File: src/rtl/taillight_pkg.sv
// Shared types, lamp pattern constants and the combinational decode used by the
// tail-light pattern monitor.
package taillight_pkg;

    typedef enum logic [3:0] {
        PatOff,
        PatL1,
        PatL2,
        PatL3,
        PatR1,
        PatR2,
        PatR3,
        PatH1,
        PatH2,
        PatH3,
        PatIllegal
    } lamp_pat_t;

    typedef enum logic [1:0] {
        ModeOff   = 2'd0,
        ModeLeft  = 2'd1,
        ModeRight = 2'd2,
        ModeHaz   = 2'd3
    } mode_t;

    // Vector order is {LA, LB, LC, RA, RB, RC}.
    localparam logic [5:0] LampOff = 6'b000_000;
    localparam logic [5:0] LampL1  = 6'b100_000;
    localparam logic [5:0] LampL2  = 6'b110_000;
    localparam logic [5:0] LampL3  = 6'b111_000;
    localparam logic [5:0] LampR1  = 6'b000_100;
    localparam logic [5:0] LampR2  = 6'b000_110;
    localparam logic [5:0] LampR3  = 6'b000_111;
    localparam logic [5:0] LampH1  = 6'b100_100;
    localparam logic [5:0] LampH2  = 6'b110_110;
    localparam logic [5:0] LampH3  = 6'b111_111;

    function automatic lamp_pat_t decode_lamps(input logic [5:0] v);
        lamp_pat_t p;
        case (v)
            LampOff: p = PatOff;
            LampL1:  p = PatL1;
            LampL2:  p = PatL2;
            LampL3:  p = PatL3;
            LampR1:  p = PatR1;
            LampR2:  p = PatR2;
            LampR3:  p = PatR3;
            LampH1:  p = PatH1;
            LampH2:  p = PatH2;
            LampH3:  p = PatH3;
            default: p = PatIllegal;
        endcase
        return p;
    endfunction

    function automatic mode_t pat_mode(input lamp_pat_t p);
        mode_t m;
        case (p)
            PatL1, PatL2, PatL3: m = ModeLeft;
            PatR1, PatR2, PatR3: m = ModeRight;
            PatH1, PatH2, PatH3: m = ModeHaz;
            default:             m = ModeOff;
        endcase
        return m;
    endfunction

    // OFF and ILLEGAL both report phase 0.
    function automatic logic [1:0] pat_phase(input lamp_pat_t p);
        logic [1:0] ph;
        case (p)
            PatL1, PatR1, PatH1: ph = 2'd1;
            PatL2, PatR2, PatH2: ph = 2'd2;
            PatL3, PatR3, PatH3: ph = 2'd3;
            default:             ph = 2'd0;
        endcase
        return ph;
    endfunction

endpackage

File: src/rtl/taillight_pattern_monitor_if.sv
// Lamp inputs, clear and status outputs of the tail-light pattern monitor.
interface taillight_pattern_monitor_if #(
    parameter int unsigned CNT_W = 8
);
    logic             LA;
    logic             LB;
    logic             LC;
    logic             RA;
    logic             RB;
    logic             RC;
    logic             clr;
    logic [1:0]       mode;
    logic [1:0]       phase;
    logic             done;
    logic             err;
    logic             err_flag;
    logic             in_sync;
    logic [CNT_W-1:0] left_cnt;
    logic [CNT_W-1:0] right_cnt;
    logic [CNT_W-1:0] haz_cnt;
    logic [CNT_W-1:0] err_cnt;

    modport master (
        output LA, LB, LC, RA, RB, RC, clr,
        input  mode, phase, done, err, err_flag, in_sync,
        input  left_cnt, right_cnt, haz_cnt, err_cnt
    );

    modport slave (
        input  LA, LB, LC, RA, RB, RC, clr,
        output mode, phase, done, err, err_flag, in_sync,
        output left_cnt, right_cnt, haz_cnt, err_cnt
    );
endinterface

File: src/rtl/sat_counter.sv
// Saturating up-counter with synchronous clear; an increment coincident with clear
// leaves the count at 1.
module sat_counter #(
    parameter int unsigned W = 8
) (
    input  logic         clk,
    input  logic         reset,
    input  logic         inc,
    input  logic         clr,
    output logic [W-1:0] count
);
    localparam logic [W-1:0] Max = '1;

    logic [W-1:0] r_count;

    always_ff @(posedge clk) begin
        if (reset) begin
            r_count <= '0;
        end else if (clr) begin
            r_count <= W'(inc);
        end else if (inc && (r_count != Max)) begin
            r_count <= r_count + 1'b1;
        end
    end

    assign count = r_count;
endmodule

File: src/rtl/taillight_pattern_monitor.sv
// Receiving-end checker for the six-lamp tail-light bus: decodes mode/phase, enforces the
// X1->X2->X3->OFF grammar and counts completed left, right and hazard sequences.
module taillight_pattern_monitor
    import taillight_pkg::*;
#(
    parameter int unsigned CNT_W = 8
) (
    input logic                        clk,
    input logic                        reset,
    taillight_pattern_monitor_if.slave bus
);

    typedef enum logic [2:0] {
        StIdle,
        StLeft,
        StRight,
        StHaz,
        StSync
    } state_t;

    state_t     r_state;
    state_t     w_state_nxt;
    logic [1:0] r_exp;
    logic [1:0] w_exp_nxt;
    logic       w_done;
    logic       w_err;
    lamp_pat_t  w_pat;
    mode_t      w_pat_mode;
    logic [1:0] w_pat_phase;
    mode_t      w_st_mode;

    mode_t      r_mode;
    logic [1:0] r_phase;
    logic       r_done;
    logic       r_err;
    logic       r_err_flag;
    logic       r_in_sync;

    assign w_pat       = decode_lamps({bus.LA, bus.LB, bus.LC, bus.RA, bus.RB, bus.RC});
    assign w_pat_mode  = pat_mode(w_pat);
    assign w_pat_phase = pat_phase(w_pat);

    always_comb begin
        w_st_mode = ModeOff;
        case (r_state)
            StLeft:  w_st_mode = ModeLeft;
            StRight: w_st_mode = ModeRight;
            StHaz:   w_st_mode = ModeHaz;
            default: w_st_mode = ModeOff;
        endcase
    end

    // r_exp holds the next phase expected; it wraps to 0 once X3 has been seen,
    // after which only OFF is accepted.
    always_comb begin
        w_state_nxt = r_state;
        w_exp_nxt   = r_exp;
        w_done      = 1'b0;
        w_err       = 1'b0;
        unique case (r_state)
            StIdle: begin
                if (w_pat_phase == 2'd1) begin
                    w_exp_nxt = 2'd2;
                    unique case (w_pat_mode)
                        ModeLeft:  w_state_nxt = StLeft;
                        ModeRight: w_state_nxt = StRight;
                        ModeHaz:   w_state_nxt = StHaz;
                        default:   w_err       = 1'b1;
                    endcase
                end else if (w_pat != PatOff) begin
                    w_err = 1'b1;
                end
            end
            StLeft, StRight, StHaz: begin
                if (r_exp == 2'd0) begin
                    if (w_pat == PatOff) begin
                        w_state_nxt = StIdle;
                        w_done      = 1'b1;
                    end else begin
                        w_err = 1'b1;
                    end
                end else if ((w_pat_mode == w_st_mode) && (w_pat_phase == r_exp)) begin
                    w_exp_nxt = r_exp + 2'd1;
                end else begin
                    w_err = 1'b1;
                end
            end
            StSync: begin
                if (w_pat == PatOff) begin
                    w_state_nxt = StIdle;
                end
            end
            default: w_state_nxt = StIdle;
        endcase
        if (w_err) begin
            w_state_nxt = StSync;
        end
    end

    always_ff @(posedge clk) begin
        if (reset) begin
            r_state   <= StIdle;
            r_exp     <= 2'd0;
            r_mode    <= ModeOff;
            r_phase   <= 2'd0;
            r_done    <= 1'b0;
            r_err     <= 1'b0;
            r_in_sync <= 1'b1;
        end else begin
            r_state   <= w_state_nxt;
            r_exp     <= w_exp_nxt;
            r_mode    <= w_pat_mode;
            r_phase   <= w_pat_phase;
            r_done    <= w_done;
            r_err     <= w_err;
            r_in_sync <= (w_state_nxt != StSync);
        end
    end

    // A new error outranks a simultaneous clear.
    always_ff @(posedge clk) begin
        if (reset) begin
            r_err_flag <= 1'b0;
        end else if (w_err) begin
            r_err_flag <= 1'b1;
        end else if (bus.clr) begin
            r_err_flag <= 1'b0;
        end
    end

    sat_counter #(
        .W(CNT_W)
    ) u_left_cnt (
        .clk  (clk),
        .reset(reset),
        .inc  (w_done && (r_state == StLeft)),
        .clr  (bus.clr),
        .count(bus.left_cnt)
    );

    sat_counter #(
        .W(CNT_W)
    ) u_right_cnt (
        .clk  (clk),
        .reset(reset),
        .inc  (w_done && (r_state == StRight)),
        .clr  (bus.clr),
        .count(bus.right_cnt)
    );

    sat_counter #(
        .W(CNT_W)
    ) u_haz_cnt (
        .clk  (clk),
        .reset(reset),
        .inc  (w_done && (r_state == StHaz)),
        .clr  (bus.clr),
        .count(bus.haz_cnt)
    );

    sat_counter #(
        .W(CNT_W)
    ) u_err_cnt (
        .clk  (clk),
        .reset(reset),
        .inc  (w_err),
        .clr  (bus.clr),
        .count(bus.err_cnt)
    );

    assign bus.mode     = r_mode;
    assign bus.phase    = r_phase;
    assign bus.done     = r_done;
    assign bus.err      = r_err;
    assign bus.err_flag = r_err_flag;
    assign bus.in_sync  = r_in_sync;

endmodule

File: src/flat_wrapper.sv
// flat-port wrapper written by rule: the top's interface ports become plain ports
module taillight_pattern_monitor_flat import taillight_pkg::*;
#(
    parameter int unsigned CNT_W = 8
)
  (clk, reset, bus_LA, bus_LB, bus_LC, bus_RA, bus_RB, bus_RC, bus_clr, bus_mode, bus_phase, bus_done, bus_err, bus_err_flag, bus_in_sync, bus_left_cnt, bus_right_cnt, bus_haz_cnt, bus_err_cnt);
  taillight_pattern_monitor_if #(.CNT_W(CNT_W)) bus_i ();
  input logic clk;
  input logic reset;
  input wire logic [$bits(bus_i.LA)-1:0] bus_LA;
  input wire logic [$bits(bus_i.LB)-1:0] bus_LB;
  input wire logic [$bits(bus_i.LC)-1:0] bus_LC;
  input wire logic [$bits(bus_i.RA)-1:0] bus_RA;
  input wire logic [$bits(bus_i.RB)-1:0] bus_RB;
  input wire logic [$bits(bus_i.RC)-1:0] bus_RC;
  input wire logic [$bits(bus_i.clr)-1:0] bus_clr;
  output wire logic [$bits(bus_i.mode)-1:0] bus_mode;
  output wire logic [$bits(bus_i.phase)-1:0] bus_phase;
  output wire logic [$bits(bus_i.done)-1:0] bus_done;
  output wire logic [$bits(bus_i.err)-1:0] bus_err;
  output wire logic [$bits(bus_i.err_flag)-1:0] bus_err_flag;
  output wire logic [$bits(bus_i.in_sync)-1:0] bus_in_sync;
  output wire logic [$bits(bus_i.left_cnt)-1:0] bus_left_cnt;
  output wire logic [$bits(bus_i.right_cnt)-1:0] bus_right_cnt;
  output wire logic [$bits(bus_i.haz_cnt)-1:0] bus_haz_cnt;
  output wire logic [$bits(bus_i.err_cnt)-1:0] bus_err_cnt;
  assign bus_i.LA = bus_LA;
  assign bus_i.LB = bus_LB;
  assign bus_i.LC = bus_LC;
  assign bus_i.RA = bus_RA;
  assign bus_i.RB = bus_RB;
  assign bus_i.RC = bus_RC;
  assign bus_i.clr = bus_clr;
  assign bus_mode = bus_i.mode;
  assign bus_phase = bus_i.phase;
  assign bus_done = bus_i.done;
  assign bus_err = bus_i.err;
  assign bus_err_flag = bus_i.err_flag;
  assign bus_in_sync = bus_i.in_sync;
  assign bus_left_cnt = bus_i.left_cnt;
  assign bus_right_cnt = bus_i.right_cnt;
  assign bus_haz_cnt = bus_i.haz_cnt;
  assign bus_err_cnt = bus_i.err_cnt;
  taillight_pattern_monitor #(.CNT_W(CNT_W)) u_core (.clk(clk), .reset(reset), .bus(bus_i));
endmodule
File: config.mk
export PLATFORM = sky130hd
export DESIGN_NAME = taillight_pattern_monitor_flat
export DESIGN_NICKNAME = d
export VERILOG_FILES = /design/src/rtl/taillight_pkg.sv /design/src/rtl/taillight_pattern_monitor_if.sv /design/src/rtl/sat_counter.sv /design/src/rtl/taillight_pattern_monitor.sv /design/src/flat_wrapper.sv
export SDC_FILE = /design/constraint.sdc
export NUM_CORES = 1
export LEC_CHECK = 0
export BUFFER_PORTS_ARGS = -buffer_cell sky130_fd_sc_hd__buf_2
export CAP_MARGIN = 20
export CORE_ASPECT_RATIO = 0.6
export CORE_MARGIN = 5
export CORE_UTILIZATION = 40
export CTS_CLUSTER_DIAMETER = 200
export DETAILED_ROUTE_END_ITERATION = 10
export GPL_ROUTABILITY_DRIVEN = 0
export PLACE_DENSITY = 0.68
export SLEW_MARGIN = 40
export SYNTH_ARGS = -nofsm -noshare
export SYNTH_HDL_FRONTEND = slang
export SYNTH_SLANG_ARGS = --single-unit
File: constraint.sdc
create_clock -name clk -period 5.05 [get_ports clk]
set_clock_uncertainty 0.15 [all_clocks]
set_input_delay 1.01 -clock clk [delete_from_list [all_inputs] [get_ports clk]]
set_output_delay 1.01 -clock clk [all_outputs]
set_load 0.05 [all_outputs]
==> results_dict.tcl, run 1 <==
set metrics [dict create \
    dp_hpwl_um 4805 \
    drt_iter0_drc 109 \
    die_y_um 73.48 \
    max_freq_ghz 0.2394 \
    post_cts_buffers 0 \
    antenna_found_initial 0 \
    cp.arrival_ns 4.22 \
    muxShareOfSynthArea 0.04285 \
    crit_chain "buf_2, and2_0, a21oi_1, o32ai_1, a22o_1, ha_1, nor4b_2, o21ai_0, o311ai_2, xnor2_1, a2111o_1, o21a_4, o21ai_1, mux2_1" \
    start_kind "input pin" \
    hp-class "reg -> reg" \
    overflow 0 \
    min_period_over_period 0.8273 \
    intPower_mw 0.5530 \
    yosysMostFrequentCell "dfxtp_1" \
    ys_seq_area_frac 0.3354 \
    powerDensity_nw_per_um2 242.4 \
    clk_latency_ns 0.30 \
    remaining_drc_errors 0 \
    yosysTopAreaCellShare 0.3354 \
    fin_crit_ns 4.178 \
    path_max_fanout 10 \
    core_area_um2 6590 \
    viasPerCell 5.457 \
    regArea_um2 900.9 \
    cpPeakStageDelay_ns 0.38 \
    synth_fa_ha_area_frac 0.03726 \
    seq_power_share 0.491 \
    synth.avg_cell_area_um2 8.474 \
    multi_input_area_um2 1685 \
    relSlewSlack 0.6221 \
    drt-total-wl_um 6380 \
    slew_violations 0 \
    ant_nets 0 \
    drive_above_1_share 0.2127 \
    port_buffers 48 \
    antenna_cells 0 \
    rsz0062_at_grt "no" \
    crit_family "compound AO/OA/AOI/OAI gates" \
    synth_edf_count 0 \
    worstPathRequired_ns 5.09 \
    cts_root_buffer "clkbuf_8" \
    cts_sinks 45 \
    slowest_stage "a2111o_1" \
    synthTopCellsByCount "dfxtp_1 (45), nor2_1 (39), nand2_1 (29)" \
    initial_utilization 0.4076 \
    async_flop_share 0 \
    num_vias 2450 \
    final-setup-viol-count 0 \
    fillers 642 \
    post_cts_resized 0 \
    grt_max_degree 25 \
    finalHoldViolations 0 \
    clockBufferDepth 2 \
    synth_cell_types 64 \
    rows 23 \
    htreeDepth 2 \
    yosys-top-cells-area "dfxtp_1 (34%), nor2_1 (5.4%), xor2_1 (4.2%)" \
    fp.dieW_um 115.8 \
    p_switching_mw 0.1975 \
    yosysTopAreaCell "dfxtp_1" \
    syn-num-nets 334 \
    p_sw_frac 0.2631 \
    io_pins 49 \
    clk_pin_slew_ns 0.08 \
    cts_tree "built" \
    place_area_um2 2980 \
    numCtsBuffers 5 \
    grt_pass1_wl_um 10400 \
    layout.nets 378 \
    crit_type "in -> reg" \
    yosys.area_share.simple 0.3079 \
    tightest_slew_ns 0.5661 \
    leakage_nw 1.251 \
    ys_warn_count 0 \
    wl_per_cell_um 14.21 \
    dieArea_um2 8509 \
    ctsHoldBuffers 0 \
    synth_xor_xnor_area_share 0.05217 \
    setup-tns-final_ns 0 \
    worstSetupEndpointType "flip-flop" \
    drv_cap 0 \
    critPathBufInv 1 \
    ir_drop_v 0.0001127 \
    synth_seq_cells 45 \
    combPwrFrac 0.135 \
    areaGrowthSynthToFinish_pct 15.28 \
    grt_pass1_vias 2124 \
    outcome "finished clean" \
    yosys_most_used_dff "dfxtp_1" \
    netlist_instances 317 \
    netlist_area_um2 2686 \
    clkPwrFrac 0.374 \
    synth_top_family_by_area "simple AND/OR/NAND/NOR gates" \
    drt_first_pass_iters 5 \
    finalInstanceArea_um2 3097 \
    synth_compound_area_frac 0.1872 \
    grt_util_all_layers 0.1512 \
]
[cells by family after synthesis]
| logic type | count (synthesis) |
|---|---|
| buf+inv | 20 |
| xor+xnor | 16 |
| fa+ha+maj | 8 |
| compound gates | 68 |
| simple gates | 149 |
| mux | 11 |
| flops | 45 |
[layer usage]
layer,vias up,part of all wire,global-route usage,wire (µm)
li1,1253,-,-,-
met1,1123,0.51,0.2323,3283
met2,65,0.40,0.2059,2547
met3,9,0.074,0.03951,473
met4,0,0.012,0.03861,76
met5,-,0,0,0
[registers in the layout, indices dropped and copies added, names as in the netlist]
register                  count
u_core.r_state                3
u_core.r_exp                  2
u_core.u_haz_cnt.count        8
u_core.bus.phase              2
u_core.bus.in_sync            1
u_core.u_left_cnt.count       8
u_core.u_right_cnt.count      8
u_core.bus.err_flag           1
u_core.bus.err                1
u_core.u_err_cnt.count        8
u_core.bus.done               1
u_core.bus.mode               2
[power groups by stage]
stage / combinational, mW / clock [mW] / sequential, mW
after global placement: 0.0987 / 0 / 0.376
final: 0.101 / 0.281 / 0.368
after detailed placement: 0.0999 / 0 / 0.377
after floorplan: 0.0620 / 0 / 0.392
after global routing: 0.109 / 0.302 / 0.370
after CTS: 0.100 / 0.290 / 0.368
[worst reg2reg max path, stage by stage, from the launching register on]
cell and delay (ns):
dfxtp_1 0.36, inv_1 0.12, ha_1 0.21, o211ai_1 0.23
nor4_2 0.48, nand4_1 0.28, or3_1 0.38, a21oi_1 0.14
[path summary, 6_finish.rpt]
kind | cells past startpoint | to | start | slack [ns]
worst max-delay path | 14 | u_core.u_err_cnt.count[3]$_SDFFE_PP0P_ | bus_LA | 0.87
worst min register to register | 2 | u_core.bus.err_flag$_SDFFE_PP0P_ | u_core.bus.err_flag$_SDFFE_PP0P_ | 0.31
worst max register to register | 7 | u_core.u_right_cnt.count[5]$_SDFFE_PP0P_ | u_core.r_exp[0]$_SDFFE_PP0P_ | 2.64
worst min-delay path | 2 | u_core.bus.err_flag$_SDFFE_PP0P_ | u_core.bus.err_flag$_SDFFE_PP0P_ | 0.31
[through the flow]
stage	std cells	hold WS (ns)	power (mW)	util	worst slack (ns)
final	449	0.3115	0.7505	0.4699	0.8722
after global routing	449	0.3551	0.7810	0.4699	0.7078
after global placement	441	0.2952	0.4749	0.4523	0.7534
after floorplan	317	0.3228	0.4540	-	0.8585
after CTS	449	0.3184	0.7590	0.4699	0.9300
after detailed placement	441	0.2960	0.4766	0.4523	0.6288
[cell type report]
| type | instances | share of cell area |
|---|---|---|
| sequential | 45 | 0.2909 |
| multi-input combinational | 252 | 0.5442 |
| timing repair buffer | 51 | 0.08485 |
| clock inverter | 1 | 0.009697 |
| inverter | 6 | 0.007273 |
| tap | 87 | 0.03515 |
| clock buffer | 7 | 0.02788 |
[cell usage in the layout, fill, tap and decap left out, types with 3 or more instances in the layout]
master,instances
buf_2,48
dfxtp_1,45
nor2_1,39
nand2_1,29
a21oi_1,16
o21ai_0,14
nand3_1,13
xor2_1,13
or3_1,11
nand4_1,11
nor3_1,10
mux2i_1,9
ha_1,8
and3_1,7
o211ai_1,7
inv_1,6
clkbuf_8,6
a211oi_1,3
o21a_1,3
nor2b_1,3
xnor2_1,3
or3b_2,3
buf_4,3
Power figures use the tool's default switching activity.
==> inputs of run 2 (changes only) <==
PLACE_DENSITY = 0.7   (was 0.68)
clock period = 3.4 ns   (was 5.05 ns; I/O delays follow)
==> results_dict.tcl, run 2 (synthesis gave the netlist of run 1 again) <==
set metrics [dict create \
    outcome "finished clean" \
    finalInstanceArea_um2 3551 \
    final-setup-viol-count 0 \
    drt_first_pass_iters 4 \
    routed.top_layer "met4" \
    antenna_found_initial 0 \
    combPwrFrac 0.198 \
    overflow 0 \
    fp.dieW_um 115.8 \
    seq_power_share 0.515 \
    start_kind "input pin" \
    fin_ws_ns 0.01426 \
    numCtsBuffers 5 \
    grt_max_degree 25 \
    drv_cap 0 \
    wl_met2_um 2957 \
    wl_per_cell_um 14.63 \
    layout.nets 422 \
    areaGrowthSynthToFinish_pct 32.18 \
    fin_crit_ns 3.386 \
    num_vias 2649 \
    cts_sinks 45 \
    max_freq_ghz 0.2954 \
    clk_latency_ns 0.29 \
    place_ws_ns -0.2985 \
    grt_pass1_vias 2307 \
    grt_util_all_layers 0.1609 \
    intPower_mw 0.7573 \
    mostFrequentLayoutCell "buf_4" \
    place_area_um2 3322 \
    cts_root_buffer "clkbuf_8" \
    tightest_slew_ns 0.6082 \
    route.layer.met1.wl_um 3648 \
    drt-total-wl_um 7182 \
    core_area_um2 6590 \
    rows 23 \
    ant_nets 0 \
    setup-tns-final_ns 0 \
    final_cell_mix "buf_4 (47), dfxtp_1 (45), buf_2 (43)" \
    wl_met3_um 552 \
    rsz0062_at_grt "yes" \
    slew_violations 0 \
    clk_pin_slew_ns 0.08 \
    p_switching_mw 0.3047 \
    clockBufferDepth 2 \
    remaining_drc_errors 0 \
    dp.cells 478 \
    hp-class "reg -> reg" \
    htreeDepth 2 \
    p_total_mw 1.062 \
    worstSetupEndpointType "flip-flop" \
    clkPwrFrac 0.286 \
    p_sw_frac 0.2869 \
    path_max_fanout 6 \
    die_y_um 73.48 \
    worstPathRequired_ns 3.44 \
    drive_above_1_share 0.3441 \
    antenna_cells 0 \
    grt_pass1_wl_um 11130 \
    dieArea_um2 8509 \
    ir_drop_v 0.0001933 \
    cts_tree "built" \
    relSlewSlack 0.5930 \
    cp.arrival_ns 3.42 \
    min_period_over_period 0.9958 \
    initial_utilization 0.4076 \
    viasPerCell 5.395 \
    io_pins 49 \
    drt_iter0_drc 177 \
    crit_type "in -> reg" \
    leakage_nw 1.480 \
    port_buffers 48 \
    finalHoldViolations 0 \
    fin_cells 491 \
    powerDensity_nw_per_um2 299.1 \
    dp_hpwl_um 5415 \
]
[run 2: cell types whose count changed in the layout (fill, tap and decap cells not counted), moves of 3 or more]
cell	before	now
nor2_1	39	36
buf_4	3	47
o21ai_2	0	3
buf_2	48	43
buf_6	0	3
[run 2: per-stage QoR]
stage,hold WS [ns],utilization
2_1_floorplan,0.3228,-
4_1_cts,0.3367,0.5153
5_1_grt,0.3591,0.5388
6_report,0.3246,0.5388
3_3_place_gp,0.3087,0.5041
3_5_place_dp,0.3200,0.5041
[run 2: path summary, 6_finish.rpt]
path / start / end / slack (ns) / cells past startpoint
setup / recovery: bus_RC / u_core.u_err_cnt.count[3]$_SDFFE_PP0P_ / 0.01 / 13
hold / removal: u_core.bus.err_flag$_SDFFE_PP0P_ / u_core.bus.err_flag$_SDFFE_PP0P_ / 0.32 / 2
setup reg to reg: u_core.r_state[2]$_SDFF_PP0_ / u_core.u_err_cnt.count[3]$_SDFFE_PP0P_ / 1.16 / 6
hold reg to reg: u_core.bus.err_flag$_SDFFE_PP0P_ / u_core.bus.err_flag$_SDFFE_PP0P_ / 0.32 / 2
[run 2: per-layer routing]
layer  vias to the layer above  GRT usage
li1                       1338          -
met1                      1227     0.2529
met2                        80     0.2161
met3                         4    0.04856
met4                         0    0.02317
met5                         -          0
[run 2: worst max-delay path, cell delays in order]
cell,delay [ns]
buf_6,0.09
or3_4,0.39
a21oi_2,0.18
o21ai_2,0.09
nand2b_4,0.10
ha_4,0.19
and4_4,0.16
o32ai_4,0.27
nand3_1,0.10
a2111o_1,0.44
o21a_4,0.25
o21ai_4,0.16
mux2_4,0.30
[run 2: power groups by stage]
stage | clock network [mW] | logic, mW | registers [mW]
floorplan | 0 | 0.102 | 0.582
global placement | 0 | 0.182 | 0.559
detailed placement | 0 | 0.184 | 0.560
CTS | 0.310 | 0.185 | 0.547
global route | 0.335 | 0.224 | 0.549
finish | 0.304 | 0.211 | 0.547
[run 2: cell type report]
| cell class | count | area, µm² |
|---|---|---|
| timing repair buffer | 95 | 631.9 |
| inverter | 6 | 22.52 |
| tap | 87 | 108.9 |
| fill | 605 | 3039 |
| multi-input combinational | 252 | 1813 |
| sequential | 45 | 900.9 |
| clock buffer | 5 | 68.82 |
| clock inverter | 1 | 5.005 |
[run 2: repair_timing]
item / CTS / global route
hold buffers: 0 / 0
endpoints found under the setup margin: 0 / 15
resized for setup: 0 / 27
setup buffers: 0 / 7
==> inputs of run 3 (changes only) <==
CORE_MARGIN = 1   (was 5)
PLACE_DENSITY = 0.63   (was 0.7)
==> results_dict.tcl, run 3 (synthesis gave the netlist of run 1 again) <==
set metrics [dict create \
    outcome "finished clean" \
    min_period_over_period 0.9922 \
    numCtsBuffers 5 \
    rows 22 \
    viasPerCell 5.441 \
    antenna_cells 0 \
    cts_root_buffer "clkbuf_8" \
    routed.top_layer "met4" \
    htreeDepth 2 \
    cts_tree "built" \
    drv_cap 0 \
    worstPathRequired_ns 3.43 \
    final-setup-viol-count 0 \
    clkPwrFrac 0.285 \
    final_cell_mix "buf_4 (48), dfxtp_1 (45), buf_2 (43)" \
    hp-class "reg -> reg" \
    drt_first_pass_iters 4 \
    cts_sinks 45 \
    crit_type "in -> reg" \
    combPwrFrac 0.203 \
    initial_utilization 0.4262 \
    wl_met2_um 2789 \
    worstSetupEndpointType "flip-flop" \
    die_y_um 65.48 \
    path_max_fanout 4 \
    grt_util_all_layers 0.2159 \
    clk_pin_slew_ns 0.08 \
    drt-total-wl_um 7121 \
    fin_crit_ns 3.373 \
    num_vias 2677 \
    p_switching_mw 0.3080 \
    dieArea_um2 7058 \
    fp.dieW_um 107.8 \
    intPower_mw 0.7623 \
    p_sw_frac 0.2878 \
    grt_max_degree 25 \
    ctsHoldBuffers 0 \
    start_kind "input pin" \
    seq_power_share 0.511 \
    r2r_slack_ns 1.06 \
    antenna_found_initial 0 \
    drive_above_1_share 0.3603 \
    clockBufferDepth 2 \
    powerDensity_nw_per_um2 295.7 \
    whs_ns 0.3325 \
    tightest_slew_ns 0.6286 \
    core_area_um2 6304 \
    overflow 0 \
    port_buffers 48 \
    grt_pass1_vias 2406 \
    cp.arrival_ns 3.40 \
    grt_pass1_wl_um 12040 \
    areaGrowthSynthToFinish_pct 34.75 \
    relSlewSlack 0.5794 \
    finalHoldViolations 0 \
    ant_nets 0 \
    wl_per_cell_um 14.47 \
    clk_latency_ns 0.29 \
    dp_hpwl_um 5358 \
    remaining_drc_errors 0 \
    slew_violations 0 \
    wl_met3_um 342 \
    mostFrequentLayoutCell "buf_4" \
    setup-tns-final_ns 0 \
    route.layer.met1.wl_um 3970 \
    max_freq_ghz 0.2964 \
    rsz0062_at_grt "yes" \
    drt_iter0_drc 135 \
    layout.nets 426 \
    io_pins 49 \
    ir_drop_v 0.0001897 \
    leakage_nw 1.504 \
]
-- run 3: path summary, 6_finish.rpt --
kind | startpoint | to | depth (start not counted)
worst min register to register | u_core.bus.err_flag$_SDFFE_PP0P_ | u_core.bus.err_flag$_SDFFE_PP0P_ | 2
worst min-delay path | u_core.bus.err_flag$_SDFFE_PP0P_ | u_core.bus.err_flag$_SDFFE_PP0P_ | 2
worst max-delay path | bus_LB | u_core.u_err_cnt.count[3]$_SDFFE_PP0P_ | 15
worst max register to register | u_core.r_state[2]$_SDFF_PP0_ | u_core.u_err_cnt.count[3]$_SDFFE_PP0P_ | 6
-- run 3: stage by stage --
stage | util | power (mW) | cell area, µm² | std cells | setup slack (ns)
finish | 0.5742 | 1.070 | 3620 | 492 | 0.02664
global placement | 0.5347 | 0.7500 | 3371 | 482 | -0.2878
floorplan | - | 0.6841 | 2766 | 317 | -0.1619
detailed placement | 0.5347 | 0.7528 | 3371 | 482 | -0.3629
global route | 0.5742 | 1.123 | 3620 | 492 | -0.08189
CTS | 0.5607 | 1.065 | 3535 | 489 | -0.01281
-- run 3: final cells by class --
| type | instances | area, µm² |
|---|---|---|
| Tap cell | 84 | 105.1 |
| Clock buffer | 5 | 68.82 |
| Inverter | 6 | 22.52 |
| Sequential cell | 45 | 900.9 |
| Fill cell | 576 | 2684 |
| Clock inverter | 1 | 5.005 |
| Timing Repair Buffer | 99 | 673.1 |
| Multi-Input combinational cell | 252 | 1844 |
-- run 3: worst max-delay path: stages --
cell      delay, ns
buf_8          0.10
and2_4         0.16
a21oi_4        0.13
o32ai_2        0.09
a22o_1         0.25
ha_4           0.27
and4_4         0.22
o32ai_4        0.08
buf_4          0.16
a221oi_2       0.23
buf_4          0.17
mux2i_4        0.33
buf_6          0.16
o21ai_2        0.05
mux2_4         0.30
-- run 3: metal layers --
layer  vias up  track usage
met3         2      0.04960
li1       1341            -
met5         -            0
met1      1271       0.3437
met4         0      0.02911
met2        63       0.2909
-- run 3: power by group through the flow --
stage,clock network [mW],registers (mW),logic (mW)
finish,0.305,0.547,0.218
global route,0.340,0.550,0.234
CTS,0.314,0.548,0.204
detailed placement,0,0.560,0.193
global placement,0,0.559,0.191
floorplan,0,0.582,0.102
-- run 3: what timing repair did --
item | in CTS | in global routing
pin swaps | 11 | 16
gates resized for setup | 19 | 15
endpoints found under the setup margin | 4 | 21
setup buffers | 1 | 3
